## src/rtl/cmp_pkg.sv

```systemverilog
// Shared types and helpers for the serial compare sequencer.
package cmp_pkg;

    // Controller states.
    typedef enum logic [1:0] {
        IDLE = 2'd0,
        RUN  = 2'd1,
        DONE = 2'd2
    } state_t;

    // Width of a counter that must hold values 0..width inclusive.
    function automatic int cw_of(input int width);
        return $clog2(width + 1);
    endfunction

endpackage

```

## src/rtl/cascadable_comparator.sv

```systemverilog
// One-bit cascadable magnitude comparator stage.
// A higher-order decision (g or l already set) passes through untouched.
// A lower bit can only decide the result while the prefix is still equal.
module cascadable_comparator (
    input  logic a_bit,
    input  logic b_bit,
    input  logic g,
    input  logic e,
    input  logic l,
    output logic g_next,
    output logic e_next,
    output logic l_next
);

    // Combine the incoming cascade state with this bit pair.
    always_comb begin
        g_next = g | (e & a_bit & ~b_bit);
        e_next = e & (a_bit ~^ b_bit);
        l_next = l | (e & ~a_bit & b_bit);
    end

endmodule

```

## src/rtl/serial_compare_sequencer.sv

```systemverilog
// Bit-serial magnitude comparator controller.
// Walks one cascadable_comparator stage across a WIDTH-bit operand pair,
// MSB first, one bit per clock, with optional early exit.
//
// state | meaning
// ------+-----------------------------------------------------------
// IDLE  | ready for a new operand pair; in_ready high
// RUN   | stepping the stage over a_r/b_r, one bit per clock
// DONE  | result presented on g/e/l_out; held until out_ready
module serial_compare_sequencer
    import cmp_pkg::*;
#(
    parameter  int WIDTH      = 8,
    parameter  bit EARLY_EXIT = 1'b1,
    localparam int CW         = cw_of(WIDTH)
) (
    input  logic             clk,
    input  logic             rst,
    input  logic             in_valid,
    output logic             in_ready,
    input  logic [WIDTH-1:0] a,
    input  logic [WIDTH-1:0] b,
    input  logic             g_in,
    input  logic             e_in,
    input  logic             l_in,
    output logic             out_valid,
    input  logic             out_ready,
    output logic             g_out,
    output logic             e_out,
    output logic             l_out,
    output logic             busy,
    output logic [CW-1:0]    cycles
);

    localparam int IW = $clog2(WIDTH);
    localparam logic [IW-1:0] IDX_MSB = IW'(WIDTH - 1);

    state_t state_q;
    state_t state_d;

    logic [WIDTH-1:0] a_r;
    logic [WIDTH-1:0] b_r;
    logic             g_r;
    logic             e_r;
    logic             l_r;
    logic [IW-1:0]    idx;
    logic [CW-1:0]    cycles_r;

    logic a_bit;
    logic b_bit;
    logic g_nx;
    logic e_nx;
    logic l_nx;
    logic accept;
    logic last;

    assign a_bit = a_r[idx];
    assign b_bit = b_r[idx];

    cascadable_comparator u_stage (
        .a_bit  (a_bit),
        .b_bit  (b_bit),
        .g      (g_r),
        .e      (e_r),
        .l      (l_r),
        .g_next (g_nx),
        .e_next (e_nx),
        .l_next (l_nx)
    );

    // Stop on the LSB, or as soon as the new result is decided when early exit is on.
    assign last = (idx == '0) || (EARLY_EXIT && (g_nx || l_nx));

    // State register.
    always_ff @(posedge clk or posedge rst) begin
        if (rst) begin
            state_q <= IDLE;
        end else begin
            state_q <= state_d;
        end
    end

    // Next-state and handshake decode.
    always_comb begin
        state_d   = state_q;
        in_ready  = 1'b0;
        out_valid = 1'b0;
        busy      = 1'b0;
        accept    = 1'b0;
        case (state_q)
            IDLE: begin
                in_ready = 1'b1;
                if (in_valid) begin
                    accept  = 1'b1;
                    state_d = RUN;
                end
            end
            RUN: begin
                busy = 1'b1;
                if (last) begin
                    state_d = DONE;
                end
            end
            DONE: begin
                busy      = 1'b1;
                out_valid = 1'b1;
                if (out_ready) begin
                    state_d = IDLE;
                end
            end
            default: begin
                state_d = IDLE;
            end
        endcase
    end

    // Operand capture, cascade state, bit index and cycle count.
    always_ff @(posedge clk or posedge rst) begin
        if (rst) begin
            a_r      <= '0;
            b_r      <= '0;
            g_r      <= 1'b0;
            e_r      <= 1'b0;
            l_r      <= 1'b0;
            idx      <= '0;
            cycles_r <= '0;
        end else if (accept) begin
            a_r      <= a;
            b_r      <= b;
            g_r      <= g_in;
            e_r      <= e_in;
            l_r      <= l_in;
            idx      <= IDX_MSB;
            cycles_r <= '0;
        end else if (state_q == RUN) begin
            g_r      <= g_nx;
            e_r      <= e_nx;
            l_r      <= l_nx;
            cycles_r <= cycles_r + CW'(1);
            if (!last) begin
                idx <= idx - IW'(1);
            end
        end
    end

    // Results are only exposed while a completed compare is being offered.
    assign g_out  = (state_q == DONE) & g_r;
    assign e_out  = (state_q == DONE) & e_r;
    assign l_out  = (state_q == DONE) & l_r;
    assign cycles = cycles_r;

endmodule

```

## config.mk

```make
export PLATFORM = sky130hd
export DESIGN_NAME = serial_compare_sequencer
export DESIGN_NICKNAME = d
export VERILOG_FILES = /design/src/rtl/cmp_pkg.sv /design/src/rtl/cascadable_comparator.sv /design/src/rtl/serial_compare_sequencer.sv
export SDC_FILE = /design/constraint.sdc
export NUM_CORES = 1
export LEC_CHECK = 0
export ABC_AREA = 1
export CAP_MARGIN = 30
export CORE_MARGIN = 3
export CORE_UTILIZATION = 53
export CTS_BUF_LIST = sky130_fd_sc_hd__clkbuf_2
export CTS_CLUSTER_SIZE = 16
export DETAILED_ROUTE_END_ITERATION = 8
export PLACE_DENSITY = 0.8
export SYNTH_ARGS = -nofsm -noshare
export SYNTH_HDL_FRONTEND = slang
export SYNTH_SLANG_ARGS = --single-unit
```

## constraint.sdc

```tcl
create_clock -name clk -period 2 [get_ports clk]
set_input_delay 0.4 -clock clk [delete_from_list [all_inputs] [get_ports clk]]
set_output_delay 0.4 -clock clk [all_outputs]
set_load 0.01 [all_outputs]
```

==> results.md <==
* Final Net Count at approximately 280
* Register area share after synthesis at 43.78%
* Die width at between 60 and 70 um
* Antenna violations before repair at 0
* Syn_area_per_cell at just under 8 um2
* Std cell rows at 19
* CP Max Fanout at 3
* Number of remaining DRC errors at 0
* Crit path DAT at 1.45 ns
* Worst hold path type: in2async
* Die Ht at between 60 and 70 um
* Routability congestion estimate at a little under 0.8
* Clock transition at path regs at 0.26 ns
* I/O pin cnt at 33
* Max_cap viols at 0
* Synth warn at 0
* Critical Path Start Type: register
* Synthesized instance count at 208
* Design area at 0.002007 mm2
* Leakage at 1.039 nW
* Clock Sinks at 28
* Post-DP Area at about 0.0020 mm2
* Diode count at 0
* Final setup vio count at 0
* Total CTS buffers at 3
* Area Growth Syn to Fin at 25.41%
* Detail Route Antenna Nets at 0
* Worst clock skew at 0.01598 ns
* Share of layout cells above drive strength 1 at 15.92%
* Leading cell types in the layout, fill and taps excluded: nand2_1 (65), inv_1 (28), dfrtp_1 (28), clkdlybuf4s50_1 (26), o21ai_0 (18)
* Commonest non-fill, non-tap cell in the layout: nand2_1
* Worst-margin pin slew at 0.3539 ns
* Critical path class: reg2out
* Vias in the first global route at 1,191
* GRT Resource Usage Total at 18.18%
* Yosys reg bits at 28
* DR iter-0 viols at between 60 and 70
* Netlist cell types at 27
* Rel. slew slack at 76.32%
* Mapped cell area at between 0.0015 and 0.002 mm2
* Clk buf depth at 2
* Status: complete, no violations
* Period Utilization, post-route at 92.31%
* Initial Utilization at 57.05%
* Net Count, Synth at 237
* Per-cell routed wire length at 11.36 um
* Post-synth top flop: dfrtp_1
* Fmax at 541.7 MHz
* Fraction of registers with async set/reset at 100.0%
* DP HPWL at 2398 um
* Die area at 0.003715 mm2
* EDFF count, synth at 0
* VDD IR-drop max at slightly above 800 uV
* Crit path time final at 1.846 ns
* Count of pins over their slew limit at 0
* First-pass GRT wire length at 5078 um
* CTS root buf: clkbuf_2
* RSZ-0062 raised after global routing: no
* Final Hold Fails at 0
* Final WL at 3134 um
* Vias/cell at 4.841
* Drt pass-1 iters at 4
* Buffers on Ports at 32
* CTS tree: built
* WP data required at 1.60 ns
* Pwr dens at 1377 mW/mm2
* Critical Path End Type: output port
* Core area at 0.002805 mm2
* Grt total ovfl at 0
* Largest net degree at the start of global routing at 29
* Vias post-DR at 1,336
* Clk_lat worst skew at roughly 0.36 ns
* Setup TNS at 0 ns
* H-tree depth at 1
state kept, by name, indices dropped and copies added, names as in the netlist:
| register | count |
|---|---|
| idx | 3 |
| b_r | 8 |
| l_r | 1 |
| cycles | 4 |
| state_q | 2 |
| e_r | 1 |
| g_r | 1 |
| a_r | 8 |
final timing paths:
path / to / start / cells after the start / slack [ns]
worst min register to register: cycles[3] / cycles[3] / 1 / 0.50
min in group clk: cycles[3] / cycles[3] / 1 / 0.50
worst max register to register: idx[0] / state_q[1] / 9 / 0.30
worst min-delay path: g_r / rst / 3 / 0.35
max in group asynchronous: idx[0] / rst / 3 / 1.39
worst max-delay path: busy / state_q[1] / 3 / 0.15
per-stage QoR:
| step | utilization, % | hold slack (ns) | instances | worst slack [ns] | power (mW) |
|---|---|---|---|---|---|
| after detailed placement | 70.16 | 0.4558 | 271 | 0.2261 | 2.570 |
| after floorplan | - | 0.4654 | 208 | 0.4354 | 2.121 |
| final | 71.54 | 0.3453 | 276 | 0.1539 | 2.764 |
| after global placement | 70.16 | 0.4497 | 271 | 0.2644 | 2.533 |
| after global routing | 71.54 | 0.3519 | 276 | 0.01348 | 3.035 |
| after CTS | 71.41 | 0.3436 | 276 | 0.01053 | 2.786 |
cell usage after synthesis, types with 2 or more instances:
cell	count	area [um2]
nand2_1	65	244.0
inv_1	29	108.9
dfrtp_1	28	700.7
o21ai_0	18	90.09
nand3_1	13	65.06
nand3_2	8	80.08
ha_1	6	75.07
inv_2	6	22.52
nand2_2	6	37.54
nor2_1	4	15.01
a21oi_1	3	15.01
buf_2	2	10.01
clkbuf_1	2	7.510
clkinv_1	2	7.510
nor2_2	2	12.51
o211ai_1	2	15.01
o21ai_1	2	10.01
power by group:
part / internal [mW] / switching [mW]
Clock: 0.0435 / 0.161
Combinational: 0.650 / 0.943
Sequential: 0.817 / 0.150
Total: 1.51 / 1.25
cell families (layout without fill, tap and decap cells):
family	Yosys count	count (layout)	share of synthesized area, %
fa+ha+maj	6	6	4.691
simple gates	101	101	29.87
compound gates	28	28	9.773
buf+inv	44	81	11.34
flops	28	28	43.78
xor+xnor	1	1	0.5474
final cells by class:
type,instances,area [um2]
sequential,28,700.7
inverter,39,152.6
clock inverter,1,3.754
fill,245,798.3
timing repair buffer,38,362.8
tap,31,38.79
clock buffer,3,15.01
multi-input combinational,136,733.2
worst max-delay path: stages, from the launching register on:
cell and delay (ns):
dfrtp_1 0.46, inv_1 0.09, ha_2 0.32, clkdlybuf4s15_1 0.22
timing repair:
action,in CTS,in global routing
endpoints found under the setup margin,6,2
hold buffers,0,0
gates resized for setup,9,2
setup buffers,1,0
routing by layer:
layer / wire length, um / GRT usage (%)
met1: 1536 / 24.40
met2: 1449 / 30.69
met3: 136 / 4.043
met4: 11 / 2.786
met5: 0 / 0
Power figures use the tool's default switching activity.
